`src/rtl/tft_spi_decoder_pkg.sv`:
```
// Shared opcodes and decoder state encoding for the TFT SPI receive path.
package tft_pkg;

   localparam logic [7:0] CMD_CASET = 8'h2A;
   localparam logic [7:0] CMD_PASET = 8'h2B;
   localparam logic [7:0] CMD_RAMWR = 8'h2C;

   typedef enum logic [2:0] {
      ST_IDLE     = 3'd0,
      ST_CASET    = 3'd1,
      ST_PASET    = 3'd2,
      ST_RAMWR_HI = 3'd3,
      ST_RAMWR_LO = 3'd4
   } dec_state_t;

endpackage

```
`src/rtl/tft_spi_decoder_rx.sv`:
```
// Pin synchronizers, SCK rise detect and 8-bit MSB-first byte assembly.
module spi_byte_rx (
   input  logic       clk_in,
   input  logic       rst_in,
   input  logic       tft_sck,
   input  logic       tft_sdi,
   input  logic       tft_dc,
   input  logic       tft_cs,
   input  logic       tft_reset,
   output logic       byte_valid,
   output logic [7:0] byte_data,
   output logic       byte_dc,
   output logic       cs_high,
   output logic       panel_rst
);

   logic [1:0] sck_s_q, sdi_s_q, dc_s_q, cs_s_q, prst_s_q;
   logic       sck_d_q, rise_q, sdi_q, dc_q, cs_q;
   logic [7:0] shift_q, data_q;
   logic [2:0] cnt_q;
   logic       valid_q, dcb_q;

   always_ff @(posedge clk_in or negedge rst_in) begin
      if (!rst_in) begin
         sck_s_q  <= 2'b00;
         sdi_s_q  <= 2'b00;
         dc_s_q   <= 2'b00;
         cs_s_q   <= 2'b11;
         prst_s_q <= 2'b11;
         sck_d_q  <= 1'b0;
         rise_q   <= 1'b0;
         sdi_q    <= 1'b0;
         dc_q     <= 1'b0;
         cs_q     <= 1'b1;
         shift_q  <= 8'h00;
         cnt_q    <= 3'd0;
         valid_q  <= 1'b0;
         data_q   <= 8'h00;
         dcb_q    <= 1'b0;
      end else begin
         sck_s_q  <= {sck_s_q[0], tft_sck};
         sdi_s_q  <= {sdi_s_q[0], tft_sdi};
         dc_s_q   <= {dc_s_q[0], tft_dc};
         cs_s_q   <= {cs_s_q[0], tft_cs};
         prst_s_q <= {prst_s_q[0], tft_reset};
         // SDI/DC/CS are delayed alongside the registered rise so all line up
         sck_d_q  <= sck_s_q[1];
         rise_q   <= sck_s_q[1] & ~sck_d_q;
         sdi_q    <= sdi_s_q[1];
         dc_q     <= dc_s_q[1];
         cs_q     <= cs_s_q[1];
         valid_q  <= 1'b0;
         if (!prst_s_q[1]) begin
            shift_q <= 8'h00;
            cnt_q   <= 3'd0;
            data_q  <= 8'h00;
            dcb_q   <= 1'b0;
         end else if (cs_q) begin
            shift_q <= 8'h00;
            cnt_q   <= 3'd0;
         end else if (rise_q) begin
            shift_q <= {shift_q[6:0], sdi_q};
            cnt_q   <= cnt_q + 3'd1;
            if (cnt_q == 3'd7) begin
               valid_q <= 1'b1;
               data_q  <= {shift_q[6:0], sdi_q};
               dcb_q   <= dc_q;
            end
         end
      end
   end

   assign byte_valid = valid_q;
   assign byte_data  = data_q;
   assign byte_dc    = dcb_q;
   assign cs_high    = cs_q;
   assign panel_rst  = ~prst_s_q[1];

endmodule

```
`src/rtl/tft_spi_decoder.sv`:
```
// TFT SPI monitor: decodes commands, tracks the CASET/PASET window and emits RGB565 pixel events.
// state    | meaning
// IDLE     | no active command, data bytes ignored
// CASET    | collecting column window bytes 0..3
// PASET    | collecting row window bytes 0..3
// RAMWR_HI | waiting for pixel high byte
// RAMWR_LO | waiting for pixel low byte
module tft_spi_decoder
   import tft_pkg::*;
#(
   parameter int COL_W       = 8,
   parameter int ROW_W       = 9,
   parameter int COL_END_RST = 239,
   parameter int ROW_END_RST = 319
) (
   input  logic             clk_in,
   input  logic             rst_in,
   input  logic             tft_sck,
   input  logic             tft_sdi,
   input  logic             tft_dc,
   input  logic             tft_cs,
   input  logic             tft_reset,
   output logic             cmd_valid,
   output logic [7:0]       cmd_out,
   output logic             pixel_valid,
   output logic [COL_W-1:0] col_out,
   output logic [ROW_W-1:0] row_out,
   output logic [15:0]      pixel_out
);

   logic       byte_valid, byte_dc, cs_high, panel_rst;
   logic [7:0] byte_data;

   spi_byte_rx u_rx (
      .clk_in     (clk_in),
      .rst_in     (rst_in),
      .tft_sck    (tft_sck),
      .tft_sdi    (tft_sdi),
      .tft_dc     (tft_dc),
      .tft_cs     (tft_cs),
      .tft_reset  (tft_reset),
      .byte_valid (byte_valid),
      .byte_data  (byte_data),
      .byte_dc    (byte_dc),
      .cs_high    (cs_high),
      .panel_rst  (panel_rst)
   );

   dec_state_t       state_q, state_d;
   logic [1:0]       idx_q;
   logic [15:0]      sh_start_q;
   logic [7:0]       sh_end_hi_q;
   logic [15:0]      col_start_q, col_end_q, row_start_q, row_end_q;
   logic [15:0]      col_q, row_q, col_nxt, row_nxt;
   logic [7:0]       hi_q;
   logic             cmd_valid_q, pix_valid_q;
   logic [7:0]       cmd_q;
   logic [COL_W-1:0] col_out_q;
   logic [ROW_W-1:0] row_out_q;
   logic [15:0]      pix_q;
   logic             is_cmd, is_data;

   assign is_cmd  = byte_valid & ~byte_dc;
   assign is_data = byte_valid & byte_dc;

   always_ff @(posedge clk_in or negedge rst_in) begin
      if (!rst_in)        state_q <= ST_IDLE;
      else if (panel_rst) state_q <= ST_IDLE;
      else                state_q <= state_d;
   end

   always_comb begin
      state_d = state_q;
      if (is_cmd) begin
         case (byte_data)
            CMD_CASET: state_d = ST_CASET;
            CMD_PASET: state_d = ST_PASET;
            CMD_RAMWR: state_d = ST_RAMWR_HI;
            default:   state_d = ST_IDLE;
         endcase
      end else if (is_data) begin
         case (state_q)
            ST_CASET, ST_PASET: if (idx_q == 2'd3) state_d = ST_IDLE;
            ST_RAMWR_HI:        state_d = ST_RAMWR_LO;
            ST_RAMWR_LO:        state_d = ST_RAMWR_HI;
            default:            state_d = state_q;
         endcase
      end else if (cs_high && state_q == ST_RAMWR_LO) begin
         state_d = ST_RAMWR_HI;
      end
   end

   // Equality-only wrap: a cursor beyond end keeps counting modulo 2^16
   always_comb begin
      col_nxt = col_q + 16'd1;
      row_nxt = row_q;
      if (col_q == col_end_q) begin
         col_nxt = col_start_q;
         row_nxt = (row_q == row_end_q) ? row_start_q : row_q + 16'd1;
      end
   end

   always_ff @(posedge clk_in or negedge rst_in) begin
      if (!rst_in) begin
         idx_q <= 2'd0; sh_start_q <= 16'h0; sh_end_hi_q <= 8'h0;
         col_start_q <= 16'h0; col_end_q <= 16'(COL_END_RST);
         row_start_q <= 16'h0; row_end_q <= 16'(ROW_END_RST);
         col_q <= 16'h0; row_q <= 16'h0; hi_q <= 8'h0;
         cmd_valid_q <= 1'b0; cmd_q <= 8'h0; pix_valid_q <= 1'b0;
         col_out_q <= '0; row_out_q <= '0; pix_q <= 16'h0;
      end else if (panel_rst) begin
         idx_q <= 2'd0; sh_start_q <= 16'h0; sh_end_hi_q <= 8'h0;
         col_start_q <= 16'h0; col_end_q <= 16'(COL_END_RST);
         row_start_q <= 16'h0; row_end_q <= 16'(ROW_END_RST);
         col_q <= 16'h0; row_q <= 16'h0; hi_q <= 8'h0;
         cmd_valid_q <= 1'b0; cmd_q <= 8'h0; pix_valid_q <= 1'b0;
         col_out_q <= '0; row_out_q <= '0; pix_q <= 16'h0;
      end else begin
         cmd_valid_q <= 1'b0;
         pix_valid_q <= 1'b0;
         if (is_cmd) begin
            cmd_valid_q <= 1'b1;
            cmd_q       <= byte_data;
            idx_q       <= 2'd0;
            if (byte_data == CMD_RAMWR) begin
               col_q <= col_start_q;
               row_q <= row_start_q;
            end
         end else if (is_data) begin
            case (state_q)
               ST_CASET, ST_PASET: begin
                  idx_q <= idx_q + 2'd1;
                  case (idx_q)
                     2'd0: sh_start_q[15:8] <= byte_data;
                     2'd1: sh_start_q[7:0]  <= byte_data;
                     2'd2: sh_end_hi_q      <= byte_data;
                     default: begin
                        if (state_q == ST_CASET) begin
                           col_start_q <= sh_start_q;
                           col_end_q   <= {sh_end_hi_q, byte_data};
                        end else begin
                           row_start_q <= sh_start_q;
                           row_end_q   <= {sh_end_hi_q, byte_data};
                        end
                     end
                  endcase
               end
               ST_RAMWR_HI: hi_q <= byte_data;
               ST_RAMWR_LO: begin
                  pix_valid_q <= 1'b1;
                  col_out_q   <= col_q[COL_W-1:0];
                  row_out_q   <= row_q[ROW_W-1:0];
                  pix_q       <= {hi_q, byte_data};
                  col_q       <= col_nxt;
                  row_q       <= row_nxt;
               end
               default: ;
            endcase
         end
      end
   end

   assign cmd_valid   = cmd_valid_q;
   assign cmd_out     = cmd_q;
   assign pixel_valid = pix_valid_q;
   assign col_out     = col_out_q;
   assign row_out     = row_out_q;
   assign pixel_out   = pix_q;

endmodule

```
`config.mk`:
```
export PLATFORM = sky130hd
export DESIGN_NAME = tft_spi_decoder
export DESIGN_NICKNAME = d
export VERILOG_FILES = /design/src/rtl/tft_spi_decoder_pkg.sv /design/src/rtl/tft_spi_decoder_rx.sv /design/src/rtl/tft_spi_decoder.sv
export SDC_FILE = /design/constraint.sdc
export NUM_CORES = 1
export LEC_CHECK = 0
export BUFFER_PORTS_ARGS = -buffer_cell sky130_fd_sc_hd__buf_2
export CORE_ASPECT_RATIO = 0.5
export CORE_MARGIN = 2
export CORE_UTILIZATION = 44
export CTS_CLUSTER_DIAMETER = 40
export DETAILED_ROUTE_END_ITERATION = 16
export SYNTH_ARGS = -nofsm -noshare
export SYNTH_HDL_FRONTEND = slang
export SYNTH_SLANG_ARGS = --single-unit
```
`constraint.sdc`:
```
create_clock -name clk_in -period 4.1 [get_ports clk_in]
set_clock_uncertainty 0.2 [all_clocks]
set_input_delay 0.82 -clock clk_in [delete_from_list [all_inputs] [get_ports clk_in]]
set_output_delay 0.82 -clock clk_in [all_outputs]
set_load 0.005 [all_outputs]
```
Yosys cells after proc, flatten, opt, wreduce, memory -nomap -nowiden:

Cells that the tools add are included.

* equality and inequality tests: 37
* $add $sub $neg: 4
* reduce and logical (&&, ||, !) cells: 16
* mux-type cells: 101
* bitwise gates (word level): 5

Operators with widths (number)
* 2-to-1 mux 16 bit: 45
* 2-to-1 mux 8 bit: 21
* 2-to-1 mux 9 bit: 4
* adder 16 x 1 -> 16 bit, second input constant: 2
* equality test 16 bit: 2
* inequality test 2 bit, second input constant: 15
* equality test 8 x 6 -> 1 bit, second input constant: 3
* 2-to-1 mux 3 bit: 8
* 2-to-1 mux 7 bit: 3
* inequality test 3 bit, second input constant: 6
* AND reduction 4 bit: 4
* AND reduction 3 bit: 5
* 2-to-1 mux 1 bit: 14
* AND reduction 5 bit: 2
* one-hot mux 3 bit (3 select lines): 1
* 2-to-1 mux 2 bit: 4
* equality test 3 x 2 -> 1 bit, second input constant: 2
* equality test 3 bit, second input constant: 2
* inequality test 6 bit, second input constant: 1
* one-hot mux 2 bit (3 select lines): 1
* inequality test 5 bit, second input constant: 1
* equality test 2 bit, second input constant: 2
* inequality test 4 bit, second input constant: 1
* adder 3 x 1 -> 3 bit, second input constant: 1
* other kinds (10): 13

* flip-flop bits (word level): 211

Depth between registers and ports, before layout:

Gate-level depths: netlist of run 1.

* depth after elaboration: 7
* depth in mapped cells: 9
* gate-level depth less buffers: 7

Hierarchy:

From an unflattened synthesis of run 1, not the netlist that was laid out.

* cells, all modules: 1079
* area total of the unflattened synthesis: 9833.2 um^2

By module, submodules not included
* tft_spi_decoder: sequential area each 4421.7 um^2, area each 8557.0 um^2, cells an instance 984, instances 1
* spi_byte_rx: sequential area each 882.1 um^2, area each 1276.2 um^2, cells an instance 95, instances 1

Least setup slack after synthesis of run 1:

OpenSTA, ideal clock, no wires.

* path type: register to register
* start point: register u_rx.data_q[7], in the netlist u_rx.byte_data[7]
* end point: register col_q[10]
* data arrival time: 1.865 ns
* required time: 3.776 ns
* setup slack: 1.911 ns
* buffers on the path: 2
* cell stages (with the launch flop): 9
* library setup time: 0.124 ns
* cells stage by stage: dfrtp_1 -> buf_6 -> nor4b_4 -> nand3_1 -> a21bo_2 -> buf_2 -> o311ai_1 -> a21oi_1 -> a211o_1

* longest elaborated chain between the ends: 3

Ends and longest elaborated chain
* from (decl): line tft_spi_decoder_rx.sv:19 `logic [7:0] shift_q, data_q;`
* from (signal assigned): line tft_spi_decoder_rx.sv:66 `data_q <= {shift_q[6:0], sdi_q};`
* equality test 8 x 6 -> 1 bit: line tft_spi_decoder.sv:125 `if (byte_data == CMD_RAMWR) begin`
* inequality test 3 bit (no source line)
* AND reduction 3 bit (no source line)
* to (signal assigned): line tft_spi_decoder.sv:126 `col_q <= col_start_q;`
* to (signal assigned): line tft_spi_decoder.sv:154 `col_q <= col_nxt;`
* to (decl): line tft_spi_decoder.sv:54 `logic [15:0] col_q, row_q, col_nxt, row_nxt;`

No other way between the ends.
A chain may end at the register's enable or synchronous reset.

Worst setup path in the final report of run 1:

* start point: register u_rx.data_q[2], in the netlist u_rx.byte_data[2]
* end point: register row_q[11]

* longest elaborated chain between the ends: 3

Ends and longest elaborated chain
* equality test 8 x 6 -> 1 bit: line tft_spi_decoder.sv:125
* inequality test 3 bit (no source line)
* AND reduction 4 bit (no source line)
* to (signal assigned): line tft_spi_decoder.sv:127 `row_q <= row_start_q;`
* to (signal assigned): line tft_spi_decoder.sv:155 `row_q <= row_nxt;`
* to (decl): line tft_spi_decoder.sv:54

No other way between the ends.

==> results.yml, run 1 <==
synthesis:
  yosysSeqAreaShare: 0.546
  ys_types: 53
  yosys_warnings: 0
  syn_nets: 1072
  ys_async_sr_fraction: 1.00
  ys_ff_latch: 211
  synth_edf_count: 0
  synthCells: 1057
  synth_ff_type: "dfrtp_1"
  syn_area_um2: 9720
  avgSynthCellArea_um2: 9.20
die:
  die_h_um: 109
  dieArea_um2: 23400
  start_util: 0.448
  rows: 38
  ios: 50
  die_w_um: 214
  core_area_um2: 21700
worst_setup_path:
  path_max_fanout: 22
  cp-end-kind: "flop"
  slowest_delay_ps: 670
  path_common_cell: "nand3_1"
  cp_num_buf_inv: 1
  crit_type: "reg2reg"
  slowest_stage: "dfrtp_1"
  crit_chain: "nor4b_1 > nand3_1 > a21boi_1 > buf_4 > nand3_1 > o22ai_1"
  cp-start-kind: "flop"
  cp_top_family: "simple AND/OR/NAND/NOR gates"
  worst_ep_arrival_time_ps: 3020
  crit_required_ps: 4320
power_and_ir_drop:
  finalPower_mw: 4.44
  p_sw_uw: 999
  combPwrFrac: 0.023
  netSwitchingFraction: 0.225
  ir_worst_vdd_mv: 0.242
  clkPwrFrac: 0.502
  intPower_mw: 3.44
  power.density_nw_per_um2: 401
  seq_power_share: 0.474
  p_leak_nw: 4.87
cells_and_area:
  final_common_cell: "nand2_1"
  finalNetCount: 1092
  final_cell_mix: "nand2_1 (287), dfrtp_1 (192), a21oi_1 (126)"
  instances_no_fill: 1395
  fin_util: 0.510
  area_growth_pct: 13.8
  fillerInstances: 2028
  regArea_um2: 5300
  drive_gt1_frac: 0.131
  multiInputGateArea_um2: 4030
  diodes: 0
sta:
  finalSetupTns_ps: 0
  period_share: 0.682
  fmax_ghz: 0.358
  period_minus_slack_ps: 2800
  setup_viol: 0
  slew_viol_final: 0
  hold_viol_final: 0
  timing.hold.ws_ps: 147
  slew_headroom: 0.408
  grt_setup_unrepaired: "no"
  tightest_slew_ps: 888
clocking:
  postCtsSetupBuffers: 0
  cts_made_buffers: 25
  hold_buffers: 0
  cts.path.max_buffers: 3
  htree_levels: 1
  cts_root_buf: "clkbuf_16"
  cts_resized: 0
  cts.sinks: 211
  clkTransAtPathRegs_ps: 70
  clk_latency_ps: 520
  cts_tree: "built"
placement:
  portBuffers: 49
  gp_congestion: 0.880
  dpl.hpwl_um: 17700
  placedCellCount: 1350
global_route:
  grt_usage: 0.233
  grt_pass1_wl_um: 42000
  first_global_vias: 7265
  overflow: 0
  antenna_found_initial: 0
  grt_max_degree: 100
detailed_routing:
  drtIter0Drc: 719
  antenna_left: 0
  wl_per_cell_um: 19.2
  num_vias: 7747
  via_per_inst: 5.55
  drt_pre_antenna_iters: 5
  drc: 0
  wirelength_um: 26800
min_path:
  hp-class: "reg2reg"
status:
  status: "finished clean"
job:
  cap_violations: 0
[stage by stage]
step | instance area [µm²] | setup slack [ps]
2_1_floorplan | 9720 | 1910
6_report | 11100 | 1300
3_5_place_dp | 10200 | 1370
5_1_grt | 11100 | 1100
4_1_cts | 11100 | 1370
3_3_place_gp | 10200 | 1480
[cell usage after synthesis, types with 2 or more instances]
cell type,count,area (µm²)
nor2_1,67,251
nand2_1,287,1080
nor4b_1,2,17.5
nor3_1,6,30.0
nand3_1,33,165
or2_2,4,25.0
ha_1,8,100
a21oi_1,126,631
o22ai_1,14,87.6
or3_1,12,75.1
a21o_1,2,15.0
and3_1,6,37.5
xnor2_1,19,166
dfrtp_1,192,4800
clkbuf_1,56,210
nand4_1,7,43.8
buf_2,17,85.1
and4_1,3,26.3
or4_1,2,15.0
nor4_1,10,62.6
mux2_2,2,22.5
xor2_1,16,140
buf_1,2,7.51
inv_1,19,71.3
mux2i_1,53,531
o21ai_0,29,145
o31a_1,2,17.5
and2_1,3,18.8
a31oi_1,2,12.5
dfstp_2,19,499
nor2b_1,3,18.8
o21a_1,11,82.6
o41a_1,3,33.8
[layout make-up]
type	count	share of cell area
Sequential cell	211	0.480
Multi-Input combinational cell	750	0.364
Clock buffer	35	0.0663
Timing Repair Buffer	70	0.0395
Tap cell	300	0.0339
Clock inverter	10	0.00962
Inverter	19	0.00668
[routing by layer]
| layer | vias up | GRT usage | routed length, µm |
|---|---|---|---|
| met2 | 270 | 0.337 | 11200 |
| met4 | 0 | 0.0570 | 571 |
| met1 | 3838 | 0.353 | 12900 |
| li1 | 3593 | - | - |
| met3 | 46 | 0.0510 | 2110 |
| met5 | - | 0 | 0 |
[power by group through the flow]
| stage | logic, mW | clock network, mW | registers [mW] |
|---|---|---|---|
| 6_report | 0.104 | 2.23 | 2.11 |
| 5_1_grt | 0.118 | 2.35 | 2.11 |
| 4_1_cts | 0.107 | 2.27 | 2.11 |
| 3_5_place_dp | 0.107 | 0 | 2.14 |
| 3_3_place_gp | 0.106 | 0 | 2.14 |
| 2_1_floorplan | 0.0491 | 0 | 2.14 |
[cells by family after synthesis]
kind of cell	count (synthesis)	synth area share
flops	211	0.546
compound gates	200	0.115
mux	55	0.0569
buf+inv	96	0.0404
fa+ha+maj	8	0.0103
xor+xnor	35	0.0315
simple gates	452	0.200
[worst paths after layout]
kind / to / start / cells after the start / slack (ps)
max in group asynchronous: row_end_q[3] / rst_in / 2 / 2620
worst min-delay path: u_rx.sdi_s_q[1] / u_rx.sdi_s_q[0] / 0 / 150
min in group asynchronous: u_rx.sck_s_q[0] / rst_in / 1 / 180
worst min register to register: u_rx.sdi_s_q[1] / u_rx.sdi_s_q[0] / 0 / 150
worst max register to register: row_q[11] / u_rx.byte_data[2] / 6 / 1300
worst max-delay path: row_q[11] / u_rx.byte_data[2] / 6 / 1300
[worst register-to-register path: cells and delay by family, from the launching register on]
kind,cells,cell delay (ps)
buffers and inverters,1,280
DFF,1,670
and+or+nand+nor,3,1000
AOI/OAI and AO/OA,2,550
[state kept, by name (all words and copies together), names as in the netlist, 3 cells and up]
name            cells
row_q              16
row_out             9
row_end_q          16
col_out             8
pixel_out          16
u_rx.byte_data      8
col_end_q          16
sh_start_q         16
u_rx.shift_q        7
cmd_out             8
row_start_q        16
hi_q                8
sh_end_hi_q         8
state_q             3
u_rx.cnt_q          3
col_q              16
col_start_q        16
(Power assumes the default switching activity.)
==> run 2: changes to the inputs <==
==> constraint.sdc (replaced) <==
create_clock -name clk_in -period 2.6 [get_ports clk_in]
set_clock_uncertainty 0.2 [all_clocks]
set_input_delay 0.52 -clock clk_in [delete_from_list [all_inputs] [get_ports clk_in]]
set_output_delay 0.52 -clock clk_in [all_outputs]
set_load 0.005 [all_outputs]
==> results.yml, run 2 (same netlist as run 1, synthesis figures left out) <==
worst_setup_path:
  path_max_fanout: 6
  cp-start-kind: "flop"
  crit_required_ps: 2840
  crit_type: "reg2reg"
  cp-end-kind: "flop"
  worst_ep_arrival_time_ps: 2690
cells_and_area:
  regArea_um2: 5310
  fin_util: 0.526
  instances_no_fill: 1438
  finalNetCount: 1134
  final_common_cell: "nand2_1"
  fillerInstances: 2013
  fin_area_um2: 11400
  final_cell_mix: "nand2_1 (287), dfrtp_1 (191), a21oi_1 (126)"
  area_growth_pct: 17.4
  drive_gt1_frac: 0.157
  diodes: 0
  multiInputGateArea_um2: 4050
detailed_routing:
  drtIter0Drc: 811
  via_per_inst: 5.51
  wl_per_cell_um: 18.8
  drt_pre_antenna_iters: 5
  wirelength_um: 27000
  num_vias: 7919
  drc: 0
  antenna_left: 0
placement:
  dpl.hpwl_um: 18100
  portBuffers: 49
  place_area_um2: 10500
  gp_congestion: 0.889
  placedCellCount: 1386
global_route:
  first_global_vias: 7396
  antenna_found_initial: 0
  grt_max_degree: 138
  overflow: 0
  grt_pass1_wl_um: 42500
  grt_usage: 0.236
power_and_ir_drop:
  seq_power_share: 0.473
  p_sw_mw: 1.60
  combPwrFrac: 0.027
  netSwitchingFraction: 0.228
  clkPwrFrac: 0.500
  p_leak_nw: 5.07
  intPower_mw: 5.42
  finalPower_mw: 7.01
  power.density_nw_per_um2: 614
  ir_worst_vdd_mv: 0.325
status:
  status: "finished clean"
die:
  die_h_um: 109
  ios: 50
  dieArea_um2: 23400
  core_area_um2: 21700
  start_util: 0.448
  die_w_um: 214
  rows: 38
clocking:
  cts_tree: "built"
  htree_levels: 1
  clkTransAtPathRegs_ps: 60
  postCtsSetupBuffers: 0
  cts_root_buf: "clkbuf_16"
  clk_latency_ps: 530
  cts.path.max_buffers: 3
  cts_made_buffers: 25
  cts.sinks: 211
sta:
  finalSetupTns_ps: 0
  tightest_slew_ps: 752
  period_minus_slack_ps: 2450
  hold_viol_final: 0
  fmax_ghz: 0.408
  setup_viol: 0
  grt_setup_unrepaired: "no"
  period_share: 0.943
  slew_headroom: 0.499
  slew_viol_final: 0
min_path:
  hp-class: "reg2reg"
job:
  cap_violations: 0
==> run 2: cell types whose count changed in the layout (fill, tap and decap cells not counted), moves of 2 or more <==
| cell | change |
|---|---|
| clkbuf_1 | +5 |
| clkbuf_8 | -5 |
| nor4_1 | -2 |
| nor4_2 | +2 |
| buf_4 | +34 |
| buf_12 | +2 |
| dlygate4sd3_1 | +6 |
| inv_6 | +2 |
==> run 2: final timing paths <==
path | from | end | slack (ps) | depth (start not counted)
setup / recovery | row_q[1] | row_q[8] | 150 | 6
hold / removal | u_rx.dc_s_q[0] | u_rx.dc_s_q[1] | 150 | 0
setup reg to reg | row_q[1] | row_q[8] | 150 | 6
hold reg to reg | u_rx.dc_s_q[0] | u_rx.dc_s_q[1] | 150 | 0
max in group asynchronous | rst_in | col_end_q[1] | 1160 | 3
min in group asynchronous | rst_in | cmd_out[6] | 320 | 2
==> run 2: per-layer routing <==
metal,GRT usage,part of all wire,up-vias
li1,-,-,3677
met1,0.368,0.49,3932
met2,0.336,0.42,276
met3,0.0530,0.078,34
met4,0.0397,0.014,0
met5,0,0,-
==> run 2: layout make-up <==
cell class	count	area share
Clock buffer	35	0.0599
Clock inverter	11	0.0118
Inverter	19	0.00647
Multi-Input combinational cell	750	0.355
Sequential cell	211	0.465
Tap cell	300	0.0329
Timing Repair Buffer	112	0.0694
==> run 2: power by group through the flow <==
stage | Sequential [mW] | Clock [mW] | Combinational, mW
after floorplan | 3.37 | 0 | 0.0774
after global placement | 3.37 | 0 | 0.186
after detailed placement | 3.37 | 0 | 0.189
after CTS | 3.32 | 3.58 | 0.196
after global routing | 3.32 | 3.72 | 0.215
final | 3.32 | 3.50 | 0.191
==> run 2: what timing repair did <==
item,in CTS,in global routing
endpoints found under the hold margin,49,0
endpoints found under the setup margin,0,11
gates resized for setup,0,4
hold buffers,6,0
==> run 2: worst max-delay path, cell delays in order, from the launching register on <==
cell     delay, ps
dfrtp_1        500
ha_1           280
nand3_1        130
or3_1          400
or3_1          380
o41a_1         330
o22ai_1        160
==> run 2: stage by stage <==
| stage | hold WS (ps) | setup slack [ps] |
|---|---|---|
| 3_5_place_dp | 135 | 42.7 |
| 4_1_cts | 148 | 38.5 |
| 2_1_floorplan | 24.4 | 411 |
| 6_report | 146 | 149 |
| 5_1_grt | 155 | 8.68 |
| 3_3_place_gp | 133 | 17.8 |
